**src/rtl/fetch_pkg.sv**
```systemverilog
// Shared constants and types for the instruction fetch queue.
package fetch_pkg;

    localparam logic [31:0] NOP_INSN = 32'h0000_0013;  // addi x0, x0, 0
    localparam logic [31:0] PC_STEP  = 32'd4;

    // IDLE: nothing outstanding; WAIT: result kept; DRAIN: result discarded.
    typedef enum logic [1:0] {IDLE, WAIT, DRAIN} fetch_state_e;

    // Fetch addresses are always word aligned; the low two bits are dropped.
    function automatic logic [31:0] word_align(input logic [31:0] pc);
        return pc & 32'hFFFF_FFFC;
    endfunction

endpackage

```
**src/rtl/fetch_fifo.sv**
```systemverilog
// Synchronous prefetch FIFO of {pc, insn} entries. Flush beats push and pop.
module fetch_fifo #(
    parameter int unsigned DEPTH = 4,
    parameter int unsigned WIDTH = 64,
    localparam int unsigned PTR_W = $clog2(DEPTH),
    localparam int unsigned CNT_W = PTR_W + 1
) (
    input  logic             clk,
    input  logic             rst_n,
    input  logic             push,
    input  logic             pop,
    input  logic             flush,
    input  logic [WIDTH-1:0] wdata,
    output logic [WIDTH-1:0] rdata,
    output logic [CNT_W-1:0] count,
    output logic             full,
    output logic             empty
);

    logic [WIDTH-1:0] mem_q [DEPTH];
    logic [PTR_W-1:0] wr_ptr_q;
    logic [PTR_W-1:0] rd_ptr_q;
    logic [CNT_W-1:0] count_q;
    logic             do_push;
    logic             do_pop;

    assign full    = (count_q == CNT_W'(DEPTH));
    assign empty   = (count_q == '0);
    assign do_push = push & ~full;
    assign do_pop  = pop & ~empty;
    assign rdata   = mem_q[rd_ptr_q];
    assign count   = count_q;

    // Pointer and occupancy bookkeeping; pointers wrap naturally at DEPTH.
    always_ff @(posedge clk or negedge rst_n) begin
        if (!rst_n) begin
            wr_ptr_q <= '0;
            rd_ptr_q <= '0;
            count_q  <= '0;
        end else if (flush) begin
            wr_ptr_q <= '0;
            rd_ptr_q <= '0;
            count_q  <= '0;
        end else begin
            if (do_push) wr_ptr_q <= wr_ptr_q + 1'b1;
            if (do_pop)  rd_ptr_q <= rd_ptr_q + 1'b1;
            count_q <= count_q + CNT_W'(do_push) - CNT_W'(do_pop);
        end
    end

    // Entry storage; contents are don't-care while the slot is empty.
    always_ff @(posedge clk) begin
        if (do_push && !flush) mem_q[wr_ptr_q] <= wdata;
    end

endmodule

```
**src/rtl/instr_fetch_queue.sv**
```systemverilog
// Instruction fetch stage: issues word fetches over req/ack, buffers returned
// words with their PCs and presents them to the core over valid/ready.
// Define FETCH_PERF_EN to build the fetched/flushed performance counters.
module instr_fetch_queue
    import fetch_pkg::*;
#(
    parameter int unsigned DEPTH    = 4,
    parameter logic [31:0] RESET_PC = 32'h0000_0000
) (
    input  logic        clk,
    input  logic        rst_n,
    input  logic        redirect,
    input  logic [31:0] redirect_pc,
    output logic        imem_req,
    output logic [31:0] imem_addr,
    input  logic        imem_ack,
    input  logic [31:0] imem_rdata,
    output logic        inst_valid,
    input  logic        inst_ready,
    output logic [31:0] inst_out,
    output logic [31:0] inst_pc,
    output logic [31:0] perf_fetched,
    output logic [31:0] perf_flushed
);

    localparam int unsigned CNT_W = $clog2(DEPTH) + 1;

    fetch_state_e     state_q;
    logic [31:0]      fetch_pc_q;
    logic             imem_req_q;
    logic [31:0]      imem_addr_q;
    logic [63:0]      fifo_rdata;
    logic [CNT_W-1:0] fifo_count;
    logic [CNT_W-1:0] count_next;
    logic             fifo_full;
    logic             fifo_empty;
    logic             push;
    logic             pop;
    logic             room;
    logic [31:0]      next_pc;
    logic [31:0]      target_pc;

    assign pop        = inst_ready & ~fifo_empty;
    assign push       = (state_q == WAIT) & imem_ack & ~redirect;
    assign next_pc    = fetch_pc_q + PC_STEP;
    assign target_pc  = word_align(redirect_pc);
    // Occupancy after this cycle's push; another request is safe only below DEPTH.
    assign count_next = fifo_count + CNT_W'(1) - CNT_W'(pop);
    assign room       = (count_next < CNT_W'(DEPTH));

    fetch_fifo #(
        .DEPTH (DEPTH),
        .WIDTH (64)
    ) u_fifo (
        .clk   (clk),
        .rst_n (rst_n),
        .push  (push),
        .pop   (pop),
        .flush (redirect),
        .wdata ({fetch_pc_q, imem_rdata}),
        .rdata (fifo_rdata),
        .count (fifo_count),
        .full  (fifo_full),
        .empty (fifo_empty)
    );

    // Fetch FSM with registered request outputs; a request is never abandoned.
    always_ff @(posedge clk or negedge rst_n) begin
        if (!rst_n) begin
            state_q     <= IDLE;
            fetch_pc_q  <= RESET_PC;
            imem_req_q  <= 1'b0;
            imem_addr_q <= RESET_PC;
        end else begin
            unique case (state_q)
                IDLE: begin
                    if (redirect) begin
                        fetch_pc_q <= target_pc;
                    end else if (!fifo_full) begin
                        imem_req_q  <= 1'b1;
                        imem_addr_q <= fetch_pc_q;
                        state_q     <= WAIT;
                    end
                end
                WAIT: begin
                    if (redirect) begin
                        fetch_pc_q <= target_pc;
                        if (imem_ack) begin
                            imem_req_q <= 1'b0;
                            state_q    <= IDLE;
                        end else begin
                            state_q <= DRAIN;
                        end
                    end else if (imem_ack) begin
                        fetch_pc_q <= next_pc;
                        if (room) begin
                            imem_addr_q <= next_pc;
                        end else begin
                            imem_req_q <= 1'b0;
                            state_q    <= IDLE;
                        end
                    end
                end
                DRAIN: begin
                    if (redirect) fetch_pc_q <= target_pc;
                    if (imem_ack) begin
                        imem_req_q <= 1'b0;
                        state_q    <= IDLE;
                    end
                end
                default: begin
                    imem_req_q <= 1'b0;
                    state_q    <= IDLE;
                end
            endcase
        end
    end

    assign imem_req   = imem_req_q;
    assign imem_addr  = imem_addr_q;
    assign inst_valid = ~fifo_empty;
    assign inst_out   = fifo_empty ? NOP_INSN : fifo_rdata[31:0];
    assign inst_pc    = fifo_empty ? 32'h0 : fifo_rdata[63:32];

`ifdef FETCH_PERF_EN
    logic [31:0] perf_fetched_q;
    logic [31:0] perf_flushed_q;

    // Count accepted words and redirect cycles; both wrap.
    always_ff @(posedge clk or negedge rst_n) begin
        if (!rst_n) begin
            perf_fetched_q <= '0;
            perf_flushed_q <= '0;
        end else begin
            if (push)     perf_fetched_q <= perf_fetched_q + 32'd1;
            if (redirect) perf_flushed_q <= perf_flushed_q + 32'd1;
        end
    end

    assign perf_fetched = perf_fetched_q;
    assign perf_flushed = perf_flushed_q;
`else
    assign perf_fetched = 32'd0;
    assign perf_flushed = 32'd0;
`endif

endmodule

```
**config.mk**
```make
export PLATFORM = sky130hd
export DESIGN_NAME = instr_fetch_queue
export DESIGN_NICKNAME = d
export VERILOG_FILES = /design/src/rtl/fetch_pkg.sv /design/src/rtl/fetch_fifo.sv /design/src/rtl/instr_fetch_queue.sv
export SDC_FILE = /design/constraint.sdc
export NUM_CORES = 1
export LEC_CHECK = 0
export ABC_CLOCK_PERIOD_IN_PS = 3600
export CELL_PAD_IN_SITES_DETAIL_PLACEMENT = 1
export CELL_PAD_IN_SITES_GLOBAL_PLACEMENT = 1
export CORE_AREA = 2 2 139 242
export DETAILED_ROUTE_END_ITERATION = 12
export DIE_AREA = 0 0 141 244
export PLACE_DENSITY = 0.82
export SYNTH_ARGS = -nofsm -noshare
export SYNTH_HDL_FRONTEND = slang
export SYNTH_SLANG_ARGS = --single-unit
```
**constraint.sdc**
```tcl
create_clock -name clk -period 3.6 [get_ports clk]
set_input_delay 0.9 -clock clk [delete_from_list [all_inputs] [get_ports clk]]
set_output_delay 0.9 -clock clk [all_outputs]
set_load 0.02 [all_outputs]
```
# Word level (Yosys, flattened, before mapping)
# Memory sizes are Yosys's and may differ from the RTL's.
# Index checks and enable logic that the tools add are counted.
# Widths: inputs -> output; s select.
dict set report totals {
  memories 1
  elab_cells 83
  ff_bits 74
  output_inout_bits 162
  mem_bits_rw 256
  in_bits 69
}
dict set report op_classes {
  n_reduce_logical 13
  n_mux 34
  n_bitwise 8
  n_lt_le_gt_ge 1
  addsub 7
  n_eq_ne 12
}
# memory words word_bits rd rd_ports_with_merged_regs write_ports line_no
set memory_table {}
lappend memory_table {u_fifo.mem_q 4 64 1 0 1 fetch_fifo.sv:20} ;# logic [WIDTH-1:0] mem_q [DEPTH];
# op n
set op_table {}
lappend op_table {{$mux 32} 10}
lappend op_table {{$pmux 32 s2} 2}
lappend op_table {{$add 32x3->32 const B} 1}
lappend op_table {{$mux 2} 11}
lappend op_table {{$ne 2x2->1 const B} 6}
lappend op_table {{$mux 1} 8}
lappend op_table {{$reduce_bool 2->1} 4}
lappend op_table {{$ne 3x3->1 const B} 2}
lappend op_table {{$pmux 2 s3} 1}
lappend op_table {{$reduce_and 6->1} 1}
lappend op_table {{$sub 3x1->3} 2}
lappend op_table {{$and 1x1->1} 5}
lappend op_table {{$reduce_and 5->1} 1}
lappend op_table {{$add 2x1->2 const B} 2}
lappend op_table {{$reduce_and 4->1} 1}
lappend op_table {{$add 3x1->3} 1}
lappend op_table {{$add 3x1->3 const B} 1}
lappend op_table {{$eq 3x3->1 const B} 1}
lappend op_table {{$logic_not 3->1} 1}
lappend op_table {{$lt 3x3->1 const B} 1}
lappend op_table {{$mux 3} 1}
lappend op_table {{$not 1->1} 3}
lappend op_table {{$pmux 1 s3} 1}
lappend op_table {{$reduce_and 3->1} 1}
lappend op_table {{other kinds (7)} 7}

# Logic depth before layout (Yosys ltp)
dict set report depth {
  ltp_word 9
  depth_mapped 11
  ltp_nobuf 11
}

# Modules after synthesis
# From an unflattened synthesis, not the netlist that was laid out.
dict set report hier_totals {
  hier_cells 977
  area_unflattened_um2 14441.4
}
# module area_each_um2 seq_area_each_um2 instances cells_each
set by_module_without_submodules {}
lappend by_module_without_submodules {fetch_fifo 9678.0 7862.5 1 382}
lappend by_module_without_submodules {instr_fetch_queue 4763.3 1576.5 1 595}

# Least setup slack after synthesis
# No wires, ideal clock.
dict set report synth_timing {
  path_kind {in2reg}
  startpoint {in imem_ack}
  endpoint {mem u_fifo.mem_q[0][0], enable pin}
  required_ps 3173
  cell_stages 3
  setup_ps 427
  path_buffers 1
  arrival_time_ps 2780
  setup_slack_ps 393
  path_cell_list {and3_1 -> clkbuf_1 -> and3_1}
}
dict set report synth_via {
  elab_chain_cells 6
}
# item line_no
set synth_rtl {}
lappend synth_rtl {{from (decl)} instr_fetch_queue.sv:16} ;# input logic imem_ack,
lappend synth_rtl {{$and 1x1->1 (2 in series)} instr_fetch_queue.sv:44} ;# assign push = (state_q == WAIT) & imem_ack & ~redirect;
lappend synth_rtl {{$and 1x1->1} fetch_fifo.sv:29} ;# assign do_push = push & ~full;
lappend synth_rtl {{$logic_and 1x1->1} fetch_fifo.sv:53} ;# if (do_push && !flush) mem_q[wr_ptr_q] <= wdata;
lappend synth_rtl {{$mux 1} fetch_fifo.sv:53}
lappend synth_rtl {{$mux 1 (not written as such)} fetch_fifo.sv:53}
lappend synth_rtl {{to (decl)} fetch_fifo.sv:20}
# Every way passes these cells.

# Worst setup path in the final report
dict set report layout_timing {
  startpoint {reg u_fifo.rd_ptr_q[0]}
  endpoint {out inst_out[23]}
}
dict set report layout_via {
  elab_chain_cells 2
}
# item line_no
set layout_rtl {}
lappend layout_rtl {{from (decl)} fetch_fifo.sv:22} ;# logic [PTR_W-1:0] rd_ptr_q;
lappend layout_rtl {{from (signal assigned)} fetch_fifo.sv:46} ;# if (do_pop) rd_ptr_q <= rd_ptr_q + 1'b1;
lappend layout_rtl {{$mem_v2 4x64} --}
lappend layout_rtl {{$mux 32} instr_fetch_queue.sv:122} ;# assign inst_out = fifo_empty ? NOP_INSN : fifo_rdata[31:0];
lappend layout_rtl {{to (decl)} instr_fetch_queue.sv:20} ;# output logic [31:0] inst_out,
# Every way passes these cells.

==> summary.md <==
By count the netlist is led by edfxtp_1, buf_4, dfrtp_1, a21oi_1, and2_1. The instance area at placement was 16,000 µm²; the highest achievable clock rate was 0.284 GHz. The placed wire-length estimate is 21,300 µm, and the floorplan row count is 87.

In the routed layout, each cell is associated on average with a via count of 5.40. Entering global routing, the biggest net connects 62 pins. The count of buffers inserted at the top-level ports works out to 160. At the worst endpoint, the required time is 2700 ps. The most numerous cell in the Yosys netlist was edfxtp_1. Die footprint: 34,400 µm².

The die outline width was 141 µm. The number of nets at the end of the flow came out at 1,174. Power per standard cell area: 719 nW/µm².

The run gives 423 as the DRC violation total after the first TritonRoute iteration. The most used flip-flop cell after synthesis is edfxtp_1. The count of final max-slew check failures is 0. Of all cell types, the one taking the most synthesized area is edfxtp_1. The share of the yosys chip area belonging to registers is 65.5%, and the count of flip-flops with a built-in enable after synthesis is 248. The number of clock sinks was 318; the total count of hold-check failures in the final report was 0. TritonCTS built the clock tree. Cells with a size suffix above 1 make up 13.9% of the layout. The pre-antenna-repair detailed-routing pass consisted of 7 iterations. Hold timing on the final database bottoms out at a slack of 277 ps. The area fraction of the dominant cell type after synthesis came out at 53.1%. The launching element of the worst setup path was u_fifo.rd_ptr_q[0].

In this run the critical register-to-register path is launched from u_fifo.count[0]. The routed design has 32,100 µm of wire. The later pin in the worst-skew pair is clocked with a latency of 570 ps. The buffer levels on the longest clock path came out at 3. Share of the cycle needed by the critical path after routing: 98.0%. Measured against its own limit, the worst slew margin works out to 36.9%. For the via count of the first global-routing pass, the log shows 8,826. Summed over all cells, the static leakage comes to 5.94 nW. Number of filler instances in the final layout: 3,110. The design draws 12.2 mW. The tools report the type of element launching the critical path as a flip-flop.

The run gives 0 as the total global routing overflow. The synthesized netlist contains 56 unique library cells. The tools report the arrival time reported for the critical path endpoint as 2630 ps.

For the pin with the worst max-slew slack, the measured transition is 946 ps. The initial antenna violation count came out at 0. Yosys attributes the largest share of cell area to edfxtp_1, dfrtp_1, mux4_2. After floorplanning, the core was sized to cover 32,300 µm². Along the worst path, the maximum fanout reaches 42.

With fillers left out, the area of the finished cells amounts to 17,000 µm². Across the run, the number of max-cap violations was 0. The clock skew after layout is 24.8 ps, and the height of the die is 244 µm. The tools report the number of hold buffers added after cts as 0.

The number of placed instances, taps included, is 1,465. Clock tree synthesis selected as its root buffer the cell clkbuf_16. The tools report the critical path endpoint category as a primary output.

The number of failing setup endpoints in the final timing report was 0. The proportion of synthesized flip-flops having asynchronous set or reset is 22.0%, and the number of buffers added by the clock tree synthesis step is 29. The tools report the starting density of the core as 43.4%.

During synthesis, Yosys emitted a total of 0 warnings. The total global-route track usage is 18.8%, and the mean instance size in the synthesized netlist is 14.9 µm². The logs give 1,519 for the final cell count without fillers and 14,000 µm² for the post-synthesis instance area. Once detail routing completed, the nets flagged for antenna violations numbered 0. The routed design could run at a clock period as short as 3530 ps.

The number of register bits inferred by synthesis works out to 318. The clock-pin slew on the worst setup and hold paths works out to 70 ps. The wire length of the first global-routing pass came out at 50,400 µm. The run finished with clean final reports. From synthesis to final layout, the design area changed by 20.8%. The logs give 0.834 for the final weighted congestion in routability-driven placement and 0 for the number of DRC violations after detailed routing. For the peak supply drop, the log shows 0.330 mV. The critical path in this run is classified as reg -> out. Setup repair after global routing left no endpoint under its margin. For the number of vias after detailed routing, the log shows 8,203. The number of placed I/O pins is 231, and the level count of the clock H-tree is 1. The type of the tightest min-delay check was in -> async. After detailed routing, the average wire length per cell comes to 21.1 µm. The number of antenna diodes in the final layout is 0. After technology mapping, the gate count stands at 942.
## final timing paths
path / end / slack, ps / cells after the start
min: imem_addr[8] / 280 / 1
max: inst_out[23] / 70 / 4
min in group clk: imem_req / 530 / 1
max in group asynchronous: imem_addr[15] / 2720 / 2
max reg2reg: imem_addr[3] / 620 / 11
min reg2reg: imem_req / 530 / 1
## registers in the layout, indices dropped and copies added (netlist names)
name / cells
imem_addr: 30
u_fifo.mem_q: 248
u_fifo.wr_ptr_q: 2
u_fifo.count: 3
state_q: 2
fetch_pc_q: 30
u_fifo.rd_ptr_q: 2
imem_req: 1
## area by class of cell
cell class	instances	area, µm²	area share [%]
Sequential cell	318	9200	54.3
Multi-Input combinational cell	554	4300	25.3
Timing Repair Buffer	183	1980	11.7
Clock buffer	36	762	4.49
Tap cell	400	500	2.95
Clock inverter	18	181	1.07
Inverter	10	37.5	0.221
## power by group
group / total (mW) / leakage (nW) / switching, mW / internal, mW
sequential: 4.94 / 3.02 / 0.490 / 4.45
clock: 3.07 / 0.446 / 1.34 / 1.73
combinational: 4.19 / 2.47 / 2.22 / 1.98
## cells in the final DEF, fill, tap and decap left out, drive strengths merged, types with 12 or more instances in the layout
| cell type | Yosys | layout |
|---|---|---|
| xnor2 | 13 | 13 |
| mux4 | 62 | 62 |
| edfxtp | 248 | 248 |
| buf | 99 | 24 |
| dlymetal6s2s | 0 | 13 |
| inv | 10 | 12 |
| dfrtp | 70 | 70 |
| o21ai | 17 | 17 |
| conb | 1 | 68 |
| clkbuf | 28 | 36 |
| clkdlybuf4s50 | 0 | 139 |
| xor2 | 22 | 22 |
| nand2 | 42 | 42 |
| o22ai | 16 | 16 |
| nand3 | 23 | 23 |
| nand4 | 15 | 15 |
| nor2 | 58 | 58 |
| and2 | 65 | 65 |
| a21oi | 66 | 66 |
## per-stage QoR
stage                     worst slack [ps]  TNS, ps  util [%]
final                                 73.0        0      52.5
after global routing                 0.306        0      52.5
after CTS                            -25.1    -25.1      52.3
after detailed placement               372        0      49.4
after global placement                 437        0      49.4
after floorplan                        393        0         -
## timing repair
| action | in CTS | in global routing |
|---|---|---|
| buffers inserted | 0 | 0 |
| setup endpoints to repair | 16 | 15 |
| gates resized for setup | 11 | 14 |
## cell families after synthesis
| family | count (synthesis) | synth area share [%] |
|---|---|---|
| flops | 318 | 65.5 |
| xor+xnor | 35 | 2.18 |
| simple gates | 245 | 9.71 |
| compound gates | 133 | 5.72 |
| fa+ha+maj | 9 | 0.856 |
| other cells | 1 | 0.0267 |
| buf+inv | 137 | 5.87 |
| mux | 64 | 10.1 |
## metal layers
metal  part of all wire, %  global-route usage [%]
met1                    38                    22.1
met2                    55                    35.5
met3                   3.4                    1.94
met4                   3.1                    6.76
met5                     0                       0
## critical path, cell delays in order, from the launching register on
cell             delay, ps
dfrtp_4                460
buf_16                 300
mux4_2                 540
and2_1                 190
clkdlybuf4s50_1        540
Power figures use the tool's default switching activity.
